`config.mk`:
```
export PLATFORM = sky130hd
export DESIGN_NAME = multicycle_controller
export DESIGN_NICKNAME = d
export VERILOG_FILES = /design/src/rtl/multicycle_controller.sv
export SDC_FILE = /design/constraint.sdc
export NUM_CORES = 1
export LEC_CHECK = 0
export ABC_AREA = 1
export CAP_MARGIN = 0
export CELL_PAD_IN_SITES_DETAIL_PLACEMENT = 1
export CELL_PAD_IN_SITES_GLOBAL_PLACEMENT = 1
export CORE_MARGIN = 1.5
export CORE_UTILIZATION = 25
export DETAILED_ROUTE_END_ITERATION = 8
export PLACE_DENSITY_LB_ADDON = 0.1
export SETUP_SLACK_MARGIN = 0.2
export SYNTH_ARGS = -nofsm -noshare
export SYNTH_HDL_FRONTEND = slang
export SYNTH_SLANG_ARGS = --single-unit
```
`constraint.sdc`:
```
create_clock -name clock -period 2.3 [get_ports clock]
set_input_delay 0.46 -clock clock [delete_from_list [all_inputs] [get_ports clock]]
set_output_delay 0.46 -clock clock [all_outputs]
set_load 0.03 [all_outputs]
```
`src/rtl/multicycle_controller.sv`:
```
// Multicycle MIPS control unit: Moore FSM sequencing fetch/decode/execute/mem/writeback plus ALU decoder.
// One instruction in flight, 2-5 cycles each; all strobes decode from state and are blanked while reset is low.
module multicycle_controller #(
  parameter int STATE_W = 4
) (
  input  logic               clock,
  input  logic               reset,
  input  logic [5:0]         op,
  input  logic [5:0]         funct,
  input  logic               zero,
  output logic               memwrite,
  output logic               iord,
  output logic               irwrite,
  output logic               regdst,
  output logic               memtoreg,
  output logic               regwrite,
  output logic               alusrca,
  output logic [1:0]         alusrcb,
  output logic [1:0]         pcsrc,
  output logic               pcen,
  output logic [2:0]         alucontrol,
  output logic               illegal_op,
  output logic [STATE_W-1:0] state
);
  localparam logic [5:0] OP_LW   = 6'b100011;
  localparam logic [5:0] OP_SW   = 6'b101011;
  localparam logic [5:0] OP_R    = 6'b000000;
  localparam logic [5:0] OP_BEQ  = 6'b000100;
  localparam logic [5:0] OP_ADDI = 6'b001000;
  localparam logic [5:0] OP_J    = 6'b000010;

  typedef enum logic [STATE_W-1:0] {
    FETCH, DECODE, MEMADR, MEMRD, MEMWB, MEMWR,
    RTYPEEX, RTYPEWB, BEQEX, ADDIEX, ADDIWB, JEX
  } state_t;

  state_t     state_q, state_d;
  logic       memwrite_c, iord_c, irwrite_c, regdst_c, memtoreg_c, regwrite_c, alusrca_c;
  logic [1:0] alusrcb_c, pcsrc_c, aluop;
  logic       pcwrite, branch, illegal;
  logic [2:0] alu_c;

  always_ff @(posedge clock or negedge reset) begin
    if (!reset) state_q <= FETCH;
    else        state_q <= state_d;
  end

  always_comb begin
    state_d    = FETCH;
    memwrite_c = 1'b0;
    iord_c     = 1'b0;
    irwrite_c  = 1'b0;
    regdst_c   = 1'b0;
    memtoreg_c = 1'b0;
    regwrite_c = 1'b0;
    alusrca_c  = 1'b0;
    alusrcb_c  = 2'b00;
    pcsrc_c    = 2'b00;
    aluop      = 2'b00;
    pcwrite    = 1'b0;
    branch     = 1'b0;
    illegal    = 1'b0;
    case (state_q)
      FETCH: begin
        alusrcb_c = 2'b01;
        irwrite_c = 1'b1;
        pcwrite   = 1'b1;
        state_d   = DECODE;
      end
      DECODE: begin
        // ALU computes PC + (imm << 2) here so BEQEX can load ALUOut as the target.
        alusrcb_c = 2'b11;
        case (op)
          OP_LW, OP_SW: state_d = MEMADR;
          OP_R:         state_d = RTYPEEX;
          OP_BEQ:       state_d = BEQEX;
          OP_ADDI:      state_d = ADDIEX;
          OP_J:         state_d = JEX;
          default: begin
            illegal = 1'b1;
            state_d = FETCH;
          end
        endcase
      end
      MEMADR: begin
        alusrca_c = 1'b1;
        alusrcb_c = 2'b10;
        if (op == OP_LW)      state_d = MEMRD;
        else if (op == OP_SW) state_d = MEMWR;
        else                  state_d = FETCH;
      end
      MEMRD: begin
        iord_c  = 1'b1;
        state_d = MEMWB;
      end
      MEMWB: begin
        memtoreg_c = 1'b1;
        regwrite_c = 1'b1;
      end
      MEMWR: begin
        iord_c     = 1'b1;
        memwrite_c = 1'b1;
      end
      RTYPEEX: begin
        alusrca_c = 1'b1;
        aluop     = 2'b10;
        state_d   = RTYPEWB;
      end
      RTYPEWB: begin
        regdst_c   = 1'b1;
        regwrite_c = 1'b1;
      end
      BEQEX: begin
        alusrca_c = 1'b1;
        aluop     = 2'b01;
        pcsrc_c   = 2'b01;
        branch    = 1'b1;
      end
      ADDIEX: begin
        alusrca_c = 1'b1;
        alusrcb_c = 2'b10;
        state_d   = ADDIWB;
      end
      ADDIWB:  regwrite_c = 1'b1;
      JEX: begin
        pcsrc_c = 2'b10;
        pcwrite = 1'b1;
      end
      default: state_d = FETCH;
    endcase
  end

  always_comb begin
    alu_c = 3'b010;
    case (aluop)
      2'b01: alu_c = 3'b110;
      2'b10: begin
        case (funct)
          6'b100010: alu_c = 3'b110;
          6'b100100: alu_c = 3'b000;
          6'b100101: alu_c = 3'b001;
          6'b101010: alu_c = 3'b111;
          default:   alu_c = 3'b010;
        endcase
      end
      default: alu_c = 3'b010;
    endcase
  end

  // Reset gates the strobes directly so a write cannot fire in the cycle reset lands.
  assign memwrite   = reset & memwrite_c;
  assign iord       = reset & iord_c;
  assign irwrite    = reset & irwrite_c;
  assign regdst     = reset & regdst_c;
  assign memtoreg   = reset & memtoreg_c;
  assign regwrite   = reset & regwrite_c;
  assign alusrca    = reset & alusrca_c;
  assign alusrcb    = reset ? alusrcb_c : 2'b00;
  assign pcsrc      = reset ? pcsrc_c : 2'b00;
  assign pcen       = reset & (pcwrite | (branch & zero));
  assign alucontrol = reset ? alu_c : 3'b000;
  assign illegal_op = reset & illegal;
  assign state      = state_q;

endmodule

```
==> impl_metrics.csv, run 1 <==
group,metric,value,unit
outcome,outcome,"finished clean",
sta,min_period_over_period,92.0,%
sta,maxSlewViolCount,0,
route,drc_errors,0,
power_and_ir_drop,power.switching,397,uW
finish,areaGrowthSynthToFinish,120,%
finish,drive_gt1_share,52.2,%
cts,clkLatencyLatePin,0.23,ns
power_and_ir_drop,pwr-share-seq,13.6,%
worst_setup_path,crit_path_start_kind,"flop",
route,met1_length,1180,microns
sta,hold_violations,0,
finish,final_area,1350,sq um
synthesis,syn-cell-area,613,sq um
floorplanning,ios,35,
synthesis,synth_cell_types,20,
worst_setup_path,crit_fanout,4,
cts,cts_buffers,3,
power_and_ir_drop,p_sw_share,49.0,%
sta,rsz0062_at_grt,"true",
synthesis,synth_nets,129,
sta,tightest_slew,0.330,ns
route,drt-total-wl,2830,microns
min_path,hold_path_class,"input pin to async pin",
worst_setup_path,cpMostUsedCell,"inv_2",
route,vias,994,
sta,fin_worst_skew,0.00914,ns
route,route.met3.wl,94,microns
finish,layout_commonest_cell,"buf_4",
global_routing,grt_pass1_wl,4280,microns
sta,final.min_clock_period,2.12,ns
placement,hpwl,1930,microns
placement,numPortBuffers,34,
floorplanning,die_h,52.5,microns
finish,final_cell_mix,"buf_4 (42), nand2_1 (18), nor2_1 (16), clkdlybuf4s50_1 (13), inv_1 (11)",
placement,place_inst,193,
power_and_ir_drop,comb_power_share,74.9,%
worst_setup_path,critPathMaxStageDelay,0.43,ns
floorplanning,core-area,2250,sq um
finish,diodes,0,
sta,finalSetupTns,0,ns
global_routing,first_global_vias,973,
cts,htreeDepth,1,
sta,finalSetupViolCount,0,
route,vias_per_cell,4.78,
power_and_ir_drop,ir_drop,0.495,mV
cts,cts_hold_buf,0,
power_and_ir_drop,p_int,413,uW
route,antenna_left,0,
sta,fin_ws,0.183,ns
worst_setup_path,cp_num_buf_inv,4,
floorplanning,start_util,27.2,%
synthesis,syn_avg_cell_area,5.52,sq um
power_and_ir_drop,totalPowerFinal,810,uW
synthesis,ys_seq_area_share,16.3,%
synthesis,synth-seq-cells,4,
synthesis,synth_warnings,0,
route,top_layer_used,"met4",
placement,place_congestion,0.790,
worst_setup_path,critPathKind,"flop to output pin",
sta,whs,0.324,ns
route,wl_met2,1520,microns
floorplanning,fp-row-count,17,
worst_setup_path,crit_path_top_delay_cell,"dfrtp_2",
floorplanning,die_area,2760,sq um
global_routing,grt_overflow_total,0,
cts,cts.sinks,4,
route,drt_iter0_drc,7,
floorplanning,fp.dieW,52.5,microns
cts,cts.clk_slew.worst_paths,0.04,ns
global_routing,grt_max_degree,12,
power_and_ir_drop,power_density,600,nW/um^2
sta,slew_headroom,77.9,%
finish,largest_reg_flops,4,
run,cap_violations,0,
cts,cts_tree,"built",
synthesis,syn-instance-count,111,
finish,final_nets,199,
route,wl_per_cell,13.6,microns
finish,n_fill_cell,305,
finish,fin_util,59.8,%
worst_setup_path,required,1.84,ns
cts,clk_path_buf_depth,2,
placement,dpl_cell_area,1110,sq um
worst_setup_path,cp.arrival,1.66,ns
worst_setup_path,cp_top_family,"flip-flops",
route,dr.pass1.iters,4,
finish,instances_no_fill,208,
placement,dp_worst_setup_slack,-0.146,ns
global_routing,grt_util_all_layers,20.1,%
power_and_ir_drop,p_leak,0.747,nW
worst_setup_path,worst_setup_path_end_kind,"output pin",
sta,fmax,472,MHz
cts,cts-root-buf,"clkbuf_4",
global_routing,antenna_found_initial,0,
power_and_ir_drop,clockPowerShare,11.5,%
worst_setup_path,path_cells,"nor2_2, nand2_4, inv_2, ha_2, inv_2, buf_4, a21boi_2, buf_6",
area by class of cell:
class,count,area (sq um),area share (%)
flip-flops and latches,4,105,7.79
clock buffers,4,26.3,1.95
well taps,28,35.0,2.60
inverters,21,85.1,6.31
repair buffers,66,572,42.4
multi-input cells,85,526,39.0
power groups by stage:
stage	Sequential, mW	Clock (mW)	Combinational [mW]
CTS	0.105	0.0967	0.540
detailed placement	0.107	0	0.496
global placement	0.106	0	0.488
finish	0.110	0.0931	0.607
global route	0.113	0.103	0.650
floorplan	0.139	0	0.237
worst register-to-register path, stage by stage (launching register included):
cell and delay [ns]:
dfrtp_2 0.44, buf_6 0.14, nor2_4 0.18, inv_2 0.07, nor2_4 0.12, buf_4 0.12
nand4_1 0.13, nand3_1 0.12
cell usage after synthesis:
library cell	number	area [sq um]
clkinv_2	1	5.00
nor3_2	1	10.0
buf_2	1	5.00
dfrtp_1	4	100
inv_2	3	11.3
inv_1	17	63.8
a21boi_0	1	7.51
nor2_2	4	25.0
nor2_4	1	11.3
o31ai_1	1	7.51
nand4_1	4	25.0
nand2_2	5	31.3
o22ai_1	1	6.26
nand3_1	13	65.1
nand2_1	20	75.1
o21ai_0	2	10.0
a21oi_1	4	20.0
nor2_1	23	86.3
ha_1	3	37.5
nor3_1	2	10.0
cell families (layout without fill, tap and decap cells):
| family | Yosys count | after routing | synth area share (%) |
|---|---|---|---|
| flops | 4 | 4 | 16.3 |
| buf+inv | 22 | 91 | 13.9 |
| compound gates | 9 | 9 | 8.37 |
| fa+ha+maj | 3 | 3 | 6.12 |
| simple gates | 73 | 73 | 55.3 |
repair_timing:
| item | in CTS | in global routing |
|---|---|---|
| buffers inserted | 3 | 8 |
| pin swaps | 4 | 7 |
| setup endpoints to repair | 6 | 8 |
| resized for setup | 22 | 29 |
worst paths after layout:
| check | cells past startpoint | startpoint | slack (ns) | endpoint |
|---|---|---|---|---|
| worst max-delay path | 8 | state[0]$_DFF_PN0_ | 0.18 | alucontrol[2] |
| worst min-delay path | 2 | reset | 0.32 | state[0]$_DFF_PN0_ |
| worst max register to register | 7 | state[3]$_DFF_PN0_ | 0.91 | state[2]$_DFF_PN0_ |
| worst min register to register | 4 | state[1]$_DFF_PN0_ | 0.82 | state[3]$_DFF_PN0_ |
| max in group asynchronous | 2 | reset | 1.85 | state[2]$_DFF_PN0_ |
| min in group clock | 4 | op[2] | 0.74 | state[0]$_DFF_PN0_ |
layer usage:
layer	vias to the layer above	global-route usage, %
li1	487	-
met1	478	25.0
met2	25	37.9
met3	4	0.857
met4	0	4.27
met5	-	0
No activity file was read; power rests on OpenSTA's default activity.
==> run 2: changes to the inputs <==
--- a/config.mk
+++ b/config.mk
@@ -11,9 +11,11 @@
 export CELL_PAD_IN_SITES_GLOBAL_PLACEMENT = 1
 export CORE_MARGIN = 1.5
 export CORE_UTILIZATION = 25
+export CTS_CLUSTER_DIAMETER = 80
 export DETAILED_ROUTE_END_ITERATION = 8
-export PLACE_DENSITY_LB_ADDON = 0.1
+export PLACE_DENSITY = 0.93
 export SETUP_SLACK_MARGIN = 0.2
+export SLEW_MARGIN = 20
 export SYNTH_ARGS = -nofsm -noshare
 export SYNTH_HDL_FRONTEND = slang
 export SYNTH_SLANG_ARGS = --single-unit
==> impl_metrics.csv, run 2 (synthesis results as in run 1) <==
group,metric,value,unit
power_and_ir_drop,ir_drop,0.521,mV
floorplanning,fp.dieW,52.5,microns
floorplanning,ios,35,
route,drt_iter0_drc,6,
route,wl_per_cell,16.3,microns
finish,diodes,0,
sta,finalSetupViolCount,0,
worst_setup_path,path_cells,"nor2_2, nand2_2, ha_4, buf_6, nor2_4, a21boi_2, buf_6",
finish,n_fill_cell,307,
finish,largest_reg_flops,4,
placement,hpwl,2250,microns
min_path,hold_path_class,"input pin to async pin",
power_and_ir_drop,power.switching,426,uW
worst_setup_path,worst_setup_path_end_kind,"output pin",
worst_setup_path,cpMostUsedCell,"buf_6",
sta,finalSetupTns,0,ns
worst_setup_path,crit_fanout,4,
sta,final.min_clock_period,2.23,ns
sta,rsz0062_at_grt,"true",
worst_setup_path,crit_path_top_delay_cell,"dfrtp_2",
route,vias,1027,
finish,drive_gt1_share,48.6,%
power_and_ir_drop,comb_power_share,73.2,%
cts,cts_tree,"built",
floorplanning,start_util,27.2,%
route,vias_per_cell,5.01,
cts,cts-root-buf,"clkbuf_4",
cts,cts_hold_buf,0,
placement,dpl_cell_area,1080,sq um
run,cap_violations,0,
cts,htreeDepth,1,
route,antenna_left,0,
sta,hold_violations,0,
sta,tightest_slew,0.335,ns
power_and_ir_drop,pwr-share-seq,13.1,%
cts,cts.clk_slew.worst_paths,0.06,ns
power_and_ir_drop,p_sw_share,50.3,%
power_and_ir_drop,clockPowerShare,13.7,%
finish,areaGrowthSynthToFinish,113,%
finish,layout_commonest_cell,"buf_4",
sta,fmax,449,MHz
placement,place_congestion,0.839,
global_routing,grt_max_degree,12,
floorplanning,die_h,52.5,microns
global_routing,first_global_vias,1036,
finish,final_cell_mix,"buf_4 (39), nor2_1 (17), nand2_1 (17), clkdlybuf4s50_1 (17), inv_1 (13)",
cts,clkLatencyLatePin,0.27,ns
worst_setup_path,cp.arrival,1.77,ns
cts,clk_path_buf_depth,2,
cts,cts.sinks,4,
sta,maxSlewViolCount,0,
power_and_ir_drop,power_density,650,nW/um^2
global_routing,grt_overflow_total,0,
route,drt-total-wl,3350,microns
worst_setup_path,cp_num_buf_inv,2,
worst_setup_path,required,1.84,ns
sta,fin_worst_skew,0.0196,ns
power_and_ir_drop,p_leak,0.696,nW
finish,final_area,1300,sq um
power_and_ir_drop,p_int,421,uW
floorplanning,core-area,2250,sq um
worst_setup_path,crit_path_start_kind,"flop",
sta,slew_headroom,77.6,%
global_routing,antenna_found_initial,0,
worst_setup_path,critPathMaxStageDelay,0.44,ns
floorplanning,die_area,2760,sq um
global_routing,grt_util_all_layers,23.2,%
route,drc_errors,0,
finish,final_nets,196,
route,dr.pass1.iters,4,
worst_setup_path,critPathKind,"flop to output pin",
outcome,outcome,"finished clean",
placement,numPortBuffers,34,
global_routing,grt_pass1_wl,4550,microns
cts,cts_buffers,3,
worst_setup_path,cp_top_family,"flip-flops",
floorplanning,fp-row-count,17,
sta,min_period_over_period,96.8,%
-- run 2: power by group through the flow --
stage / Combinational [mW] / Sequential, mW / Clock [mW]
after floorplan: 0.237 / 0.139 / 0
after global placement: 0.471 / 0.106 / 0
after detailed placement: 0.484 / 0.109 / 0
after CTS: 0.544 / 0.109 / 0.106
after global routing: 0.660 / 0.112 / 0.120
final: 0.620 / 0.111 / 0.116
-- run 2: worst paths after layout --
check	startpoint	to	slack (ns)	cells after the start
max in group asynchronous	reset	state[2]$_DFF_PN0_	1.82	2
min reg2reg	state[2]$_DFF_PN0_	state[3]$_DFF_PN0_	0.75	5
min	reset	state[0]$_DFF_PN0_	0.33	2
max reg2reg	state[1]$_DFF_PN0_	state[2]$_DFF_PN0_	0.85	8
min in group clock	state[2]$_DFF_PN0_	state[3]$_DFF_PN0_	0.75	5
max	state[0]$_DFF_PN0_	alucontrol[2]	0.07	7
-- run 2: through the flow --
stage | hold slack, ns | utilization (%) | worst slack [ns] | instances | total power [mW]
6_report | 0.332 | 57.8 | 0.0731 | 205 | 0.847
3_5_place_dp | 0.710 | 47.8 | -0.233 | 188 | 0.594
5_1_grt | 0.352 | 57.8 | -0.00274 | 205 | 0.892
3_3_place_gp | 0.674 | 47.8 | -0.0976 | 188 | 0.577
2_1_floorplan | 0.164 | - | 0.206 | 111 | 0.376
4_1_cts | 0.356 | 54.3 | 0.112 | 202 | 0.758
-- run 2: layer usage --
metal | routed length, microns | share of wire, % | global-route usage [%] | up-vias
met1 | 1180 | 35 | 21.5 | 489
met5 | 0 | 0 | 0 | -
met3 | 172 | 5.1 | 4.00 | 13
li1 | - | - | - | 486
met4 | 144 | 4.3 | 12.8 | 0
met2 | 1850 | 55 | 46.5 | 39
-- run 2: area by class of cell --
type,instances,area (sq um),share of cell area (%)
Tap cell,28,35.0,2.69
Clock buffer,4,26.3,2.02
Inverter,21,82.6,6.33
Multi-Input combinational cell,85,517,39.6
Timing Repair Buffer,63,539,41.4
Sequential cell,4,104,7.97
-- run 2: repair_timing --
| action | in CTS | in global routing |
|---|---|---|
| endpoints found under the setup margin | 8 | 7 |
| pin swaps | 6 | 5 |
| setup buffers | 10 | 3 |
| gates resized for setup | 21 | 17 |
==> run 3: changes to the inputs <==
--- a/config.mk
+++ b/config.mk
@@ -13,9 +13,10 @@
 export CORE_UTILIZATION = 25
 export CTS_CLUSTER_DIAMETER = 80
 export DETAILED_ROUTE_END_ITERATION = 8
+export MAX_ROUTING_LAYER = met4
 export PLACE_DENSITY = 0.93
+export RECOVER_POWER = 50
 export SETUP_SLACK_MARGIN = 0.2
-export SLEW_MARGIN = 20
 export SYNTH_ARGS = -nofsm -noshare
 export SYNTH_HDL_FRONTEND = slang
 export SYNTH_SLANG_ARGS = --single-unit
==> impl_metrics.csv, run 3 (synthesis results as in run 1) <==
group,metric,value,unit
sta,hold_violations,0,
finish,final_nets,196,
global_routing,met2_usage,46.5,%
power_and_ir_drop,p_leak,0.680,nW
worst_setup_path,cp_num_buf_inv,2,
route,drt-total-wl,3360,microns
finish,largest_reg_flops,4,
power_and_ir_drop,power.switching,428,uW
outcome,outcome,"finished clean",
global_routing,grt_pass1_wl,4550,microns
global_routing,busiest_layer,"met2",
min_path,hold_path_class,"input pin to async pin",
floorplanning,die_h,52.5,microns
global_routing,antenna_found_initial,0,
global_routing,grtUsageMet3,3.71,%
route,drt_iter0_drc,7,
finish,final_cell_mix,"buf_4 (35), nor2_1 (17), nand2_1 (17), clkdlybuf4s50_1 (16), inv_1 (13)",
cts,htreeDepth,1,
run,cap_violations,0,
floorplanning,core-area,2250,sq um
placement,hpwl,2250,microns
finish,diodes,0,
sta,fmax,450,MHz
power_and_ir_drop,p_sw_share,50.6,%
cts,cts.clk_slew.worst_paths,0.06,ns
finish,fin_util,57.1,%
worst_setup_path,worst_setup_path_end_kind,"output pin",
global_routing,first_global_vias,1037,
floorplanning,fp-row-count,17,
worst_setup_path,cpMostUsedCell,"buf_6",
worst_setup_path,crit_fanout,4,
sta,rsz0062_at_grt,"true",
floorplanning,start_util,27.2,%
floorplanning,ios,35,
sta,tightest_slew,0.385,ns
route,dr.pass1.iters,4,
global_routing,grt_max_degree,12,
route,vias,1030,
worst_setup_path,required,1.84,ns
placement,place_congestion,0.852,
worst_setup_path,path_cells,"nor2_2, nand2_2, ha_4, buf_6, nor2_4, a21boi_2, buf_6",
worst_setup_path,cp.arrival,1.76,ns
finish,regArea,104,sq um
worst_setup_path,crit_path_start_kind,"flop",
sta,whs,0.333,ns
cts,cts.sinks,4,
sta,min_period_over_period,96.7,%
sta,fin_worst_skew,0.0206,ns
power_and_ir_drop,power_density,658,nW/um^2
finish,layout_commonest_cell,"buf_4",
cts,clk_path_buf_depth,2,
power_and_ir_drop,comb_power_share,73.3,%
global_routing,use_met1,21.6,%
placement,numPortBuffers,34,
finish,n_fill_cell,309,
finish,areaGrowthSynthToFinish,110,%
cts,cts_tree,"built",
worst_setup_path,cp_top_family,"flip-flops",
finish,multi_input_area,512,sq um
route,wl_per_cell,16.4,microns
cts,cts-root-buf,"clkbuf_4",
floorplanning,fp.dieW,52.5,microns
sta,finalSetupViolCount,0,
worst_setup_path,critPathMaxStageDelay,0.44,ns
sta,maxSlewViolCount,0,
finish,drive_gt1_share,46.3,%
worst_setup_path,critPathKind,"flop to output pin",
route,drc_errors,0,
floorplanning,die_area,2760,sq um
power_and_ir_drop,clockPowerShare,13.6,%
route,antenna_left,0,
power_and_ir_drop,ir_drop,0.522,mV
power_and_ir_drop,p_int,419,uW
cts,clkLatencyLatePin,0.27,ns
sta,slew_headroom,74.5,%
global_routing,grt_overflow_total,0,
cts,cts_buffers,3,
route,vias_per_cell,5.02,
global_routing,grt_util_all_layers,23.8,%
power_and_ir_drop,pwr-share-seq,13.1,%
cts,cts_hold_buf,0,
sta,final.min_clock_period,2.22,ns
worst_setup_path,crit_path_top_delay_cell,"dfrtp_2",
[run 3: cell type report]
| class | count | area share, % |
|---|---|---|
| Timing Repair Buffer | 63 | 41.0 |
| Multi-Input combinational cell | 85 | 39.7 |
| Sequential cell | 4 | 8.07 |
| Inverter | 21 | 6.41 |
| Tap cell | 28 | 2.72 |
| Clock buffer | 4 | 2.04 |
[run 3: worst reg2reg max path, stage by stage, from the launching register on]
cell,delay (ns)
dfrtp_2,0.44
buf_4,0.15
buf_4,0.14
nor2_4,0.16
nand2_2,0.09
buf_4,0.14
nor2_1,0.10
nor2_1,0.08
nand3_1,0.07
[run 3: power by group through the flow]
stage | combinational (mW) | clock (mW) | sequential (mW)
finish | 0.621 | 0.115 | 0.111
global route | 0.658 | 0.120 | 0.112
CTS | 0.544 | 0.106 | 0.109
detailed placement | 0.484 | 0 | 0.109
floorplan | 0.237 | 0 | 0.139
global placement | 0.471 | 0 | 0.106
[run 3: per-stage QoR]
| stage | total power [mW] | TNS, ns | cells | instance area (sq um) | setup WS [ns] |
|---|---|---|---|---|---|
| after floorplan | 0.376 | 0 | 111 | 624 | 0.206 |
| after global placement | 0.577 | -0.0976 | 188 | 1080 | -0.0976 |
| after detailed placement | 0.594 | -0.233 | 188 | 1080 | -0.233 |
| after CTS | 0.758 | 0 | 202 | 1220 | 0.112 |
| after global routing | 0.890 | -0.00274 | 205 | 1290 | -0.00274 |
| final | 0.847 | 0 | 205 | 1290 | 0.0755 |
[run 3: layer usage]
| layer | share of wire, % | vias to the layer above |
|---|---|---|
| met5 | 0 | - |
| met4 | 4.5 | 0 |
| met3 | 5.0 | 16 |
| met2 | 54 | 41 |
| met1 | 36 | 489 |
| li1 | - | 484 |
[run 3: worst paths after layout]
kind | slack [ns] | from | depth (start not counted) | to
worst max-delay path | 0.08 | state[0]$_DFF_PN0_ | 7 | alucontrol[2]
worst min-delay path | 0.33 | reset | 2 | state[0]$_DFF_PN0_
worst max register to register | 0.85 | state[1]$_DFF_PN0_ | 8 | state[2]$_DFF_PN0_
worst min register to register | 0.75 | state[2]$_DFF_PN0_ | 5 | state[3]$_DFF_PN0_
max in group asynchronous | 1.82 | reset | 2 | state[2]$_DFF_PN0_
min in group clock | 0.75 | state[2]$_DFF_PN0_ | 5 | state[3]$_DFF_PN0_
[run 3: what timing repair did]
item,in CTS,in global routing
pin swaps,6,5
setup buffers,10,3
resized for setup,21,17
setup endpoints to repair,8,7
